`config.mk`:
```
export PLATFORM = sky130hd
export DESIGN_NAME = branch_pred_ctrl_flat
export DESIGN_NICKNAME = d
export VERILOG_FILES = /design/src/rtl/branch_pkg.sv /design/src/rtl/branch_pred_ctrl_if.sv /design/src/rtl/branch_fifo.sv /design/src/rtl/branch_pred_ctrl.sv /design/src/flat_wrapper.sv
export SDC_FILE = /design/constraint.sdc
export NUM_CORES = 1
export LEC_CHECK = 0
export ABC_CLOCK_PERIOD_IN_PS = 4180
export CORE_MARGIN = 1.5
export CORE_UTILIZATION = 47
export DETAILED_ROUTE_END_ITERATION = 10
export GPL_TIMING_DRIVEN = 0
export HOLD_SLACK_MARGIN = 0.06
export PLACE_DENSITY = 0.79
export SYNTH_ARGS = -nofsm -noshare
export SYNTH_HDL_FRONTEND = slang
export SYNTH_HIERARCHICAL = 1
export SYNTH_SLANG_ARGS = --single-unit
```
`constraint.sdc`:
```
create_clock -name clk -period 4.18 [get_ports clk]
set_clock_uncertainty 0.1 [all_clocks]
set_input_delay 0.836 -clock clk [delete_from_list [all_inputs] [get_ports clk]]
set_output_delay 0.836 -clock clk [all_outputs]
set_load 0.05 [all_outputs]
```
`src/rtl/branch_pkg.sv`:
```
// Shared types for the branch history controller: FSM states, memory port width
// and the tracking-queue entry layout.
package branch_pkg;

    typedef enum logic {
        INIT,
        RUN
    } state_t;

    localparam int unsigned MEM_ADDR_W = 6;
    localparam int unsigned MAX_IDX_W  = 5;

    // idx is held at the widest legal history index; narrower configs zero-extend.
    typedef struct packed {
        logic [MAX_IDX_W-1:0] idx;
        logic                 pred;
    } entry_t;

endpackage

```
`src/rtl/branch_pred_ctrl_if.sv`:
```
// Fetch, resolve and branchMem port signals of the branch predictor controller.
interface branch_pred_ctrl_if #(
    parameter int unsigned PC_W = 32
);
    import branch_pkg::*;

    logic                  fetch_valid;
    logic [PC_W-1:0]       fetch_pc;
    logic                  fetch_ready;
    logic                  pred_taken;
    logic                  res_valid;
    logic                  res_taken;
    logic                  mispredict;
    logic [MEM_ADDR_W-1:0] mem_addr;
    logic                  mem_wd;
    logic                  mem_we;
    logic                  mem_rd;

    // Controller side.
    modport slave (
        input  fetch_valid, fetch_pc, res_valid, res_taken, mem_rd,
        output fetch_ready, pred_taken, mispredict, mem_addr, mem_wd, mem_we
    );

    // Pipeline / memory side.
    modport master (
        output fetch_valid, fetch_pc, res_valid, res_taken, mem_rd,
        input  fetch_ready, pred_taken, mispredict, mem_addr, mem_wd, mem_we
    );

endinterface

```
`src/rtl/branch_fifo.sv`:
```
// In-order circular queue of in-flight branches; flush overrides push and pop.
module branch_fifo
    import branch_pkg::*;
#(
    parameter int unsigned DEPTH = 4
) (
    input  logic                     clk,
    input  logic                     reset,
    input  logic                     push,
    input  logic                     pop,
    input  logic                     flush,
    input  entry_t                   din,
    output entry_t                   dout,
    output logic [$clog2(DEPTH):0]   count,
    output logic                     full,
    output logic                     empty
);

    localparam int unsigned PTR_W = $clog2(DEPTH);

    entry_t               mem_q [DEPTH];
    logic [PTR_W-1:0]     head_q;
    logic [PTR_W-1:0]     tail_q;
    logic [PTR_W:0]       count_q;
    logic                 do_push;
    logic                 do_pop;

    assign full    = (count_q == (PTR_W + 1)'(DEPTH));
    assign empty   = (count_q == '0);
    assign do_push = push & ~full;
    assign do_pop  = pop & ~empty;
    assign dout    = mem_q[head_q];
    assign count   = count_q;

    always_ff @(posedge clk) begin
        if (reset) begin
            head_q  <= '0;
            tail_q  <= '0;
            count_q <= '0;
        end else if (flush) begin
            head_q  <= tail_q;
            count_q <= '0;
        end else begin
            if (do_push) begin
                tail_q <= tail_q + PTR_W'(1);
            end
            if (do_pop) begin
                head_q <= head_q + PTR_W'(1);
            end
            case ({do_push, do_pop})
                2'b10:   count_q <= count_q + (PTR_W + 1)'(1);
                2'b01:   count_q <= count_q - (PTR_W + 1)'(1);
                default: count_q <= count_q;
            endcase
        end
    end

    // Storage needs no reset: entries are only read while count is non-zero.
    always_ff @(posedge clk) begin
        if (!reset && !flush && do_push) begin
            mem_q[tail_q] <= din;
        end
    end

endmodule

```
`src/rtl/branch_pred_ctrl.sv`:
```
// Drives the 1-bit branch history memory: post-reset clear sweep, fetch lookups,
// and resolve-time compare with rewrite and queue flush on mispredict.
module branch_pred_ctrl
    import branch_pkg::*;
#(
    parameter int unsigned IDX_W = 5,
    parameter int unsigned DEPTH = 4,
    parameter int unsigned PC_W  = 32
) (
    input  logic                   clk,
    input  logic                   reset,
    branch_pred_ctrl_if.slave      bus,
    output logic [$clog2(DEPTH):0] inflight,
    output logic                   res_err
);

    state_t             state_q;
    state_t             state_d;
    logic [IDX_W-1:0]   init_cnt_q;
    logic [IDX_W-1:0]   init_cnt_d;
    logic               res_err_q;
    logic               err_set;

    logic               q_push;
    logic               q_pop;
    logic               q_flush;
    logic               q_full;
    logic               q_empty;
    entry_t             q_head;
    entry_t             q_din;

    logic [IDX_W-1:0]   fetch_idx;
    logic               unused_pc;

    assign fetch_idx = bus.fetch_pc[IDX_W+1:2];
    assign unused_pc = ^{bus.fetch_pc[PC_W-1:IDX_W+2], bus.fetch_pc[1:0]};

    assign q_din.idx      = MAX_IDX_W'(fetch_idx);
    assign q_din.pred     = bus.mem_rd;
    assign bus.pred_taken = bus.mem_rd;
    assign res_err        = res_err_q;

    branch_fifo #(
        .DEPTH (DEPTH)
    ) u_fifo (
        .clk   (clk),
        .reset (reset),
        .push  (q_push),
        .pop   (q_pop),
        .flush (q_flush),
        .din   (q_din),
        .dout  (q_head),
        .count (inflight),
        .full  (q_full),
        .empty (q_empty)
    );

    always_ff @(posedge clk) begin
        if (reset) begin
            state_q    <= INIT;
            init_cnt_q <= '0;
            res_err_q  <= 1'b0;
        end else begin
            state_q    <= state_d;
            init_cnt_q <= init_cnt_d;
            if (err_set) begin
                res_err_q <= 1'b1;
            end
        end
    end

    always_comb begin
        state_d         = state_q;
        init_cnt_d      = init_cnt_q;
        err_set         = 1'b0;
        q_push          = 1'b0;
        q_pop           = 1'b0;
        q_flush         = 1'b0;
        bus.fetch_ready = 1'b0;
        bus.mispredict  = 1'b0;
        bus.mem_we      = 1'b0;
        bus.mem_wd      = 1'b0;
        bus.mem_addr    = MEM_ADDR_W'(fetch_idx);

        case (state_q)
            INIT: begin
                bus.mem_we   = 1'b1;
                bus.mem_addr = MEM_ADDR_W'(init_cnt_q);
                if (init_cnt_q == '1) begin
                    state_d = RUN;
                end else begin
                    init_cnt_d = init_cnt_q + IDX_W'(1);
                end
            end

            RUN: begin
                if (bus.res_valid) begin
                    if (q_empty) begin
                        err_set = 1'b1;
                    end else begin
                        q_pop = 1'b1;
                        if (bus.res_taken != q_head.pred) begin
                            bus.mispredict = 1'b1;
                            bus.mem_we     = 1'b1;
                            bus.mem_wd     = bus.res_taken;
                            bus.mem_addr   = MEM_ADDR_W'(q_head.idx);
                            q_flush        = 1'b1;
                        end
                    end
                end
                // A rewrite owns the address port, so lookups stall that cycle.
                bus.fetch_ready = ~q_full & ~bus.mispredict;
                q_push          = bus.fetch_valid & bus.fetch_ready;
            end

            default: begin
                state_d = INIT;
            end
        endcase
    end

endmodule

```
`src/flat_wrapper.sv`:
```
// flat-port wrapper written by rule: the top's interface ports become plain ports
module branch_pred_ctrl_flat import branch_pkg::*;
#(
    parameter int unsigned IDX_W = 5,
    parameter int unsigned DEPTH = 4,
    parameter int unsigned PC_W  = 32
)
  (clk, reset, inflight, res_err, bus_fetch_valid, bus_fetch_pc, bus_res_valid, bus_res_taken, bus_mem_rd, bus_fetch_ready, bus_pred_taken, bus_mispredict, bus_mem_addr, bus_mem_wd, bus_mem_we);
  branch_pred_ctrl_if #(.PC_W(PC_W)) bus_i ();
  input  logic clk;
  input  logic reset;
  output logic [$clog2(DEPTH):0] inflight;
  output logic res_err;
  input wire logic [$bits(bus_i.fetch_valid)-1:0] bus_fetch_valid;
  input wire logic [$bits(bus_i.fetch_pc)-1:0] bus_fetch_pc;
  input wire logic [$bits(bus_i.res_valid)-1:0] bus_res_valid;
  input wire logic [$bits(bus_i.res_taken)-1:0] bus_res_taken;
  input wire logic [$bits(bus_i.mem_rd)-1:0] bus_mem_rd;
  output wire logic [$bits(bus_i.fetch_ready)-1:0] bus_fetch_ready;
  output wire logic [$bits(bus_i.pred_taken)-1:0] bus_pred_taken;
  output wire logic [$bits(bus_i.mispredict)-1:0] bus_mispredict;
  output wire logic [$bits(bus_i.mem_addr)-1:0] bus_mem_addr;
  output wire logic [$bits(bus_i.mem_wd)-1:0] bus_mem_wd;
  output wire logic [$bits(bus_i.mem_we)-1:0] bus_mem_we;
  assign bus_i.fetch_valid = bus_fetch_valid;
  assign bus_i.fetch_pc = bus_fetch_pc;
  assign bus_i.res_valid = bus_res_valid;
  assign bus_i.res_taken = bus_res_taken;
  assign bus_i.mem_rd = bus_mem_rd;
  assign bus_fetch_ready = bus_i.fetch_ready;
  assign bus_pred_taken = bus_i.pred_taken;
  assign bus_mispredict = bus_i.mispredict;
  assign bus_mem_addr = bus_i.mem_addr;
  assign bus_mem_wd = bus_i.mem_wd;
  assign bus_mem_we = bus_i.mem_we;
  branch_pred_ctrl #(.IDX_W(IDX_W), .DEPTH(DEPTH), .PC_W(PC_W)) u_core (.clk(clk), .reset(reset), .bus(bus_i), .inflight(inflight), .res_err(res_err));
endmodule
```
==> flow_metrics.py, run 1 <==
metrics = {
    "status": {
        "status": "complete, no violations",
    },
    "routing": {
        "wl_per_cell_um": 15.6,
        "route.detailed.drc": 0,
        "first_pass_iters": 4,
        "drt-total-wl_um": 3470,
        "ant_nets": 0,
        "num_vias": 1177,
        "drt_iter0_markers": 68,
        "vias_per_cell": 5.30,
    },
    "cts": {
        "htreeDepth": 2,
        "clock-root-buffer": "clkbuf_8",
        "holdBufCountCts": 0,
        "path_clk_slew_ps": 70,
        "cts_tree": "done",
        "clk_latency_ps": 290,
        "cts_made_buffers": 5,
        "cts_buffer_depth": 2,
        "cts_num_sinks": 40,
    },
    "synth": {
        "synth_area_sq_um": 1890,
        "synth-seq-cells": 40,
        "seq_area_frac_synth_pct": 55.2,
        "ys_types": 39,
        "synth.avg_cell_area_sq_um": 13.3,
        "synthesis.instances": 142,
        "yosys_warnings": 6,
        "syn_nets": 189,
    },
    "power": {
        "internal_power_mw": 0.558,
        "combPwrFrac_pct": 6.9,
        "ir_worst_vdd_uv": 186,
        "total_power_mw": 0.713,
        "seq_power_share_pct": 59.2,
        "pwr-share-clk_pct": 33.9,
        "power_density_nw_per_um2": 313,
        "switching_power_mw": 0.155,
        "p_sw_share_pct": 21.8,
        "leakage_nw": 0.884,
    },
    "global_routing": {
        "grt_overflow": 0,
        "grt_max_degree": 13,
        "antenna_found_initial": 0,
        "grt_pass1_vias": 1152,
        "grt_first_pass_wirelength_um": 5590,
        "grtUsageTotal_pct": 18.0,
    },
    "die": {
        "core_sq_um": 3770,
        "rows": 22,
        "ios": 53,
        "die_area_sq_um": 4400,
        "fp.dieH_um": 66.4,
        "initial_core_util_pct": 50.0,
        "die_x_um": 66.4,
    },
    "sta": {
        "rsz0062_at_grt": "false",
        "relSlewSlack_pct": 66.4,
        "period_share_pct": 95.8,
        "hold_viol": 0,
        "worst-slew-pin-transition_ps": 502,
        "slew_violations": 0,
        "finalCriticalPeriod_ps": 4000,
        "max_freq_mhz": 250,
        "whs_ps": 393,
        "setup_viol": 0,
        "setup_ws_ps": 177,
        "setup_tns_ps": 0,
    },
    "final_layout": {
        "drive_above_1_share_pct": 16.7,
        "fill_cells": 286,
        "num_antenna_cells": 0,
        "final_nets": 220,
        "area_growth_pct": 20.8,
    },
    "placed_design": {
        "place.gp.congestion": 0.725,
        "io_buffers": 24,
        "dp_hpwl_um": 2530,
        "pre_cts_ws_ps": 163,
    },
    "run": {
        "maxCapViolations": 0,
    },
    "worst_setup_path": {
        "arrival_ps": 3070,
        "critPathCaptureType": "primary output",
        "r2r_slack_ps": 720,
        "critPathMaxStageDelay_ps": 820,
        "crit_chain": "buf_2, mux4_2, inv_1, ha_1, nor3b_4, and2_4, buf_6, clkdlybuf4s50_1",
        "crit_family": "buffers and inverters",
        "worstSetupStartpointType": "flip-flop",
        "critPathSlowestCell": "clkdlybuf4s50_1",
        "path_max_fanout": 12,
        "critPathKind": "reg2out",
        "worstPathRequired_ps": 3240,
        "cp_num_buf_inv": 4,
    },
    "min_path": {
        "min_path_type": "reg2reg",
    },
}
==> worst register-to-register path, delay by kind of cell (launching register included) <==
family / cells / cell delay (ps)
DFF: 1 / 310
AOI/OAI and AO/OA: 1 / 170
buffers and inverters: 4 / 470
adders and majority gates: 3 / 810
xor gates and xnor gates: 1 / 160
and+or+nand+nor: 5 / 800
muxes: 1 / 560
==> what timing repair did <==
| action | 4_1_cts | 5_1_grt |
|---|---|---|
| endpoints found under the setup margin | 0 | 5 |
| buffers inserted | 0 | 0 |
| gates resized for setup | 0 | 5 |
| endpoints found under the hold margin | 0 | 0 |
==> synthesized netlist by cell type (all sizes together) <==
| cell type | instances | area, sq um |
|---|---|---|
| edfxtp | 24 | 721 |
| dfxtp | 16 | 320 |
| nor2 | 13 | 51.3 |
| ha | 8 | 100 |
| inv | 8 | 30.0 |
| nor2b | 7 | 46.3 |
| a21oi | 6 | 30.0 |
| and2 | 6 | 40.0 |
| mux4 | 6 | 135 |
| nor3b | 6 | 87.6 |
| a221o | 5 | 50.1 |
| buf | 5 | 36.3 |
| nand2 | 4 | 15.0 |
| nand2b | 3 | 18.8 |
| o21ai | 3 | 15.0 |
| xnor2 | 3 | 26.3 |
| mux2 | 2 | 26.3 |
| nor3 | 2 | 15.0 |
| o21a | 2 | 15.0 |
| xor2 | 2 | 17.5 |
| a31oi | 1 | 6.26 |
| and3 | 1 | 6.26 |
| clkbuf | 1 | 3.75 |
| conb | 1 | 3.75 |
| fa | 1 | 20.0 |
| mux2i | 1 | 10.0 |
| nand4 | 1 | 6.26 |
| o31a | 1 | 8.76 |
| o31ai | 1 | 12.5 |
| or2 | 1 | 6.26 |
| or3 | 1 | 6.26 |
==> per-layer routing <==
metal	up-vias	wire [um]	global-route usage, %
li1	571	-	-
met1	573	1460	21.9
met2	28	1780	28.9
met3	5	169	6.13
met4	0	57	7.65
met5	-	0	0
==> kinds of logic (layout without fill, tap and decap cells) <==
| logic type | Yosys count | count (layout) | share of synthesized area (%) |
|---|---|---|---|
| AO/OA/AOI/OAI | 19 | 19 | 7.29 |
| other | 1 | 1 | 0.199 |
| XOR/XNOR | 5 | 5 | 2.32 |
| adder cells (fa/ha/maj) | 9 | 9 | 6.37 |
| multiplexers | 9 | 9 | 9.08 |
| buffers and inverters | 14 | 46 | 3.71 |
| flip-flops | 40 | 40 | 55.2 |
| AND/OR/NAND/NOR | 45 | 45 | 15.9 |
==> stage by stage <==
step	utilization [%]	cells	instance area, sq um
2_1_floorplan	-	142	1890
3_3_place_gp	58.0	214	2190
3_5_place_dp	58.0	214	2190
4_1_cts	60.1	222	2270
5_1_grt	60.5	222	2280
6_report	60.5	222	2280
==> path summary, 6_finish.rpt <==
| check | cells past startpoint | startpoint | to |
|---|---|---|---|
| max reg2reg | 15 | flip-flop | u_core/u_fifo/count[2] |
| min | 2 | u_core/res_err | u_core/res_err |
| min reg2reg | 2 | u_core/res_err | u_core/res_err |
| max | 8 | flip-flop | bus_mispredict |
==> flip-flops by register name (all words and copies together), names as in the netlist, named ones only <==
register	count
u_core/u_fifo/mem_q	24
u_core/init_cnt_q	5
u_core/u_fifo/count	3
u_core/u_fifo/head_q	2
u_core/u_fifo/tail_q	2
u_core/res_err	1
u_core/state_q	1
==> cell usage in the layout, fill, tap and decap left out, drive strengths merged <==
| cell type | netlist | routed |
|---|---|---|
| mux4 | 6 | 6 |
| a31oi | 1 | 1 |
| nor3 | 2 | 2 |
| nor2 | 13 | 13 |
| o31a | 1 | 1 |
| or3 | 1 | 1 |
| or2 | 1 | 1 |
| mux2i | 1 | 1 |
| edfxtp | 24 | 24 |
| o31ai | 1 | 1 |
| mux2 | 2 | 2 |
| o21ai | 3 | 3 |
| clkinv | 0 | 1 |
| dfxtp | 16 | 16 |
| nand2 | 4 | 4 |
| and2 | 6 | 6 |
| dlymetal6s2s | 0 | 5 |
| conb | 1 | 1 |
| xor2 | 2 | 2 |
| xnor2 | 3 | 3 |
| o21a | 2 | 2 |
| nand2b | 3 | 3 |
| a221o | 5 | 5 |
| a21oi | 6 | 6 |
| nor3b | 6 | 6 |
| inv | 8 | 8 |
| and3 | 1 | 1 |
| clkdlybuf4s50 | 0 | 19 |
| ha | 8 | 8 |
| nand4 | 1 | 1 |
| nor2b | 7 | 7 |
| clkbuf | 1 | 8 |
| fa | 1 | 1 |
| buf | 5 | 5 |
==> power by group through the flow <==
| stage | clock network (mW) | logic [mW] | registers [mW] |
|---|---|---|---|
| after floorplan | 0 | 0.0273 | 0.430 |
| after global placement | 0 | 0.0473 | 0.431 |
| after detailed placement | 0 | 0.0498 | 0.431 |
| after CTS | 0.247 | 0.0500 | 0.422 |
| after global routing | 0.268 | 0.0522 | 0.423 |
| final | 0.241 | 0.0492 | 0.422 |
==> cell type report <==
type / instances / area [sq um] / share of cell area, %
clock buffer: 7 / 76.3 / 3.35
buffer: 6 / 40.0 / 1.76
tap: 48 / 60.1 / 2.63
sequential: 40 / 1040 / 45.7
timing repair buffer: 24 / 253 / 11.1
multi-input combinational: 88 / 776 / 34.0
clock inverter: 1 / 3.75 / 0.165
inverter: 8 / 30.0 / 1.32
No activity file was read; power rests on OpenSTA's default activity.
==> run 2, diff against run 1 <==
TNS_END_PERCENT = 20   (was default)
==> results of run 2 <==
No change in the layout: final DEF, timing and power equal those of run 1.
==> run 3, diff against run 2 <==
CORE_ASPECT_RATIO = 1.25   (was default)
==> run 3 against run 2 <==
Final cell count up 2.7%; combinational power is 4.5% lower; die area is essentially flat; critical path depth stayed put; critical path type unchanged; non-clock buffer count unchanged; total power grew 9.1%; critical endpoint is now bus_mem_we; first-iteration DRC count shrank 53%; clock power is 28% higher; sequential share of layout area down 0.42 points; wire length is 2.9% higher; count of clock-buffer cells in the layout down 1.
==> flow_metrics.py, run 3 (synthesis gave the netlist of run 1 again) <==
metrics = {
    "status": {
        "status": "complete, no violations",
    },
    "global_routing": {
        "grt_max_degree": 13,
        "antenna_found_initial": 0,
        "grtUsageTotal_pct": 18.1,
        "grt_overflow": 0,
        "grt_pass1_vias": 1204,
        "grt_first_pass_wirelength_um": 5680,
    },
    "routing": {
        "drt_iter0_markers": 32,
        "wl_per_cell_um": 15.6,
        "drt-total-wl_um": 3570,
        "first_pass_iters": 4,
        "num_vias": 1179,
        "vias_per_cell": 5.17,
        "ant_nets": 0,
        "route.detailed.drc": 0,
    },
    "final_layout": {
        "num_antenna_cells": 0,
        "largest_reg_flops": 24,
        "utilization_pct": 60.3,
        "drive_above_1_share_pct": 17.8,
        "mostFrequentLayoutCells": "edfxtp_1, clkdlybuf4s50_1, dfxtp_1",
        "final_nets": 220,
        "area_growth_pct": 21.9,
        "top_register": "u_core/u_fifo/mem_q",
        "layout_commonest_cell": "edfxtp_1",
    },
    "sta": {
        "setup_viol": 0,
        "finalCriticalPeriod_ps": 3950,
        "slew_violations": 0,
        "max_freq_mhz": 253,
        "relSlewSlack_pct": 65.4,
        "rsz0062_at_grt": "false",
        "setup_tns_ps": 0,
        "worst-slew-pin-transition_ps": 518,
        "period_share_pct": 94.6,
        "hold_viol": 0,
    },
    "worst_setup_path": {
        "critPathMostFrequentCell": "inv_1",
        "critPathSlowestCell": "clkdlybuf4s50_1",
        "crit_path_end": "bus_mem_we",
        "critPathCaptureType": "primary output",
        "path_depth": 8,
        "crit_family": "buffers and inverters",
        "rr_worst_depth": 15,
        "critPathMaxStageDelay_ps": 820,
        "cp_num_buf_inv": 4,
        "arrival_ps": 3020,
        "critPathKind": "reg2out",
        "rr_endpoint": "u_core/u_fifo/count[2]",
        "crit_chain": "buf_2, mux4_2, inv_1, ha_1, nor3b_4, nor2b_2, inv_1, clkdlybuf4s50_1",
        "r2r_slack_ps": 740,
        "path_max_fanout": 6,
        "worstSetupStartpointType": "flip-flop",
        "worstPathRequired_ps": 3240,
    },
    "placed_design": {
        "place.gp.congestion": 0.735,
        "io_buffers": 24,
        "dp_hpwl_um": 2580,
    },
    "die": {
        "core_sq_um": 3820,
        "die_x_um": 59.7,
        "rows": 25,
        "die_area_sq_um": 4410,
        "fp.dieH_um": 73.8,
        "initial_core_util_pct": 49.4,
        "ios": 53,
    },
    "power": {
        "ir_worst_vdd_uv": 189,
        "total_power_mw": 0.777,
        "leakage_nw": 0.875,
        "power_density_nw_per_um2": 338,
    },
    "min_path": {
        "min_path_type": "reg2reg",
        "hold_depth": 2,
    },
    "cts": {
        "cts_tree": "done",
        "cts_made_buffers": 5,
        "clock-root-buffer": "clkbuf_8",
        "cts_setup_buffers": 0,
        "cts.repair.resized": 5,
        "clk_latency_ps": 290,
        "cts_num_sinks": 40,
        "holdBufCountCts": 0,
        "htreeDepth": 2,
        "path_clk_slew_ps": 80,
        "cts_buffer_depth": 2,
    },
    "run": {
        "maxCapViolations": 0,
    },
}
[run 3: through the flow]
step	area, sq um	std cells	hold WS, ps	setup WS (ps)
after floorplan	1890	142	366	731
after global placement	2190	220	358	189
after detailed placement	2190	220	390	168
after CTS	2300	228	401	107
after global routing	2300	228	454	59.8
final	2300	228	405	228
[run 3: how the worst min path moves through the flow]
stage / from / to / slack, ps
global placement: u_core/res_err / u_core/res_err / 360
detailed placement: u_core/init_cnt_q[4] / u_core/init_cnt_q[4] / 390
floorplan: u_core/init_cnt_q[4] / u_core/init_cnt_q[4] / 370
finish: u_core/init_cnt_q[4] / u_core/init_cnt_q[4] / 400
CTS: u_core/init_cnt_q[4] / u_core/init_cnt_q[4] / 400
global route: u_core/init_cnt_q[1] / u_core/init_cnt_q[1] / 450
[run 3: worst min-delay path, stage by stage (launching register included)]
cell and delay (ps):
dfxtp_1 330, o21ai_0 70, a21oi_1 60
[run 3: where the power goes]
group / switching [mW] / internal, mW / total [mW]
registers: 0.00260 / 0.419 / 0.422
logic: 0.0264 / 0.0206 / 0.0470
clock network: 0.132 / 0.177 / 0.309
[run 3: cell type report]
type	count	area, sq um
Inverter	8	30.0
Timing Repair Buffer	24	239
Clock buffer	6	72.6
Multi-Input combinational cell	88	776
Fill cell	317	1520
Sequential cell	40	1040
Buffer	6	40.0
Clock inverter	2	35.0
Tap cell	54	67.6
[run 3: per-layer routing]
| metal | up-vias | GRT usage (%) | part of all wire, % |
|---|---|---|---|
| met5 | - | 0 | 0 |
| met4 | 0 | 8.15 | 2.1 |
| met3 | 6 | 4.75 | 4.4 |
| met2 | 26 | 30.9 | 52 |
| met1 | 578 | 20.7 | 41 |
| li1 | 569 | - | - |
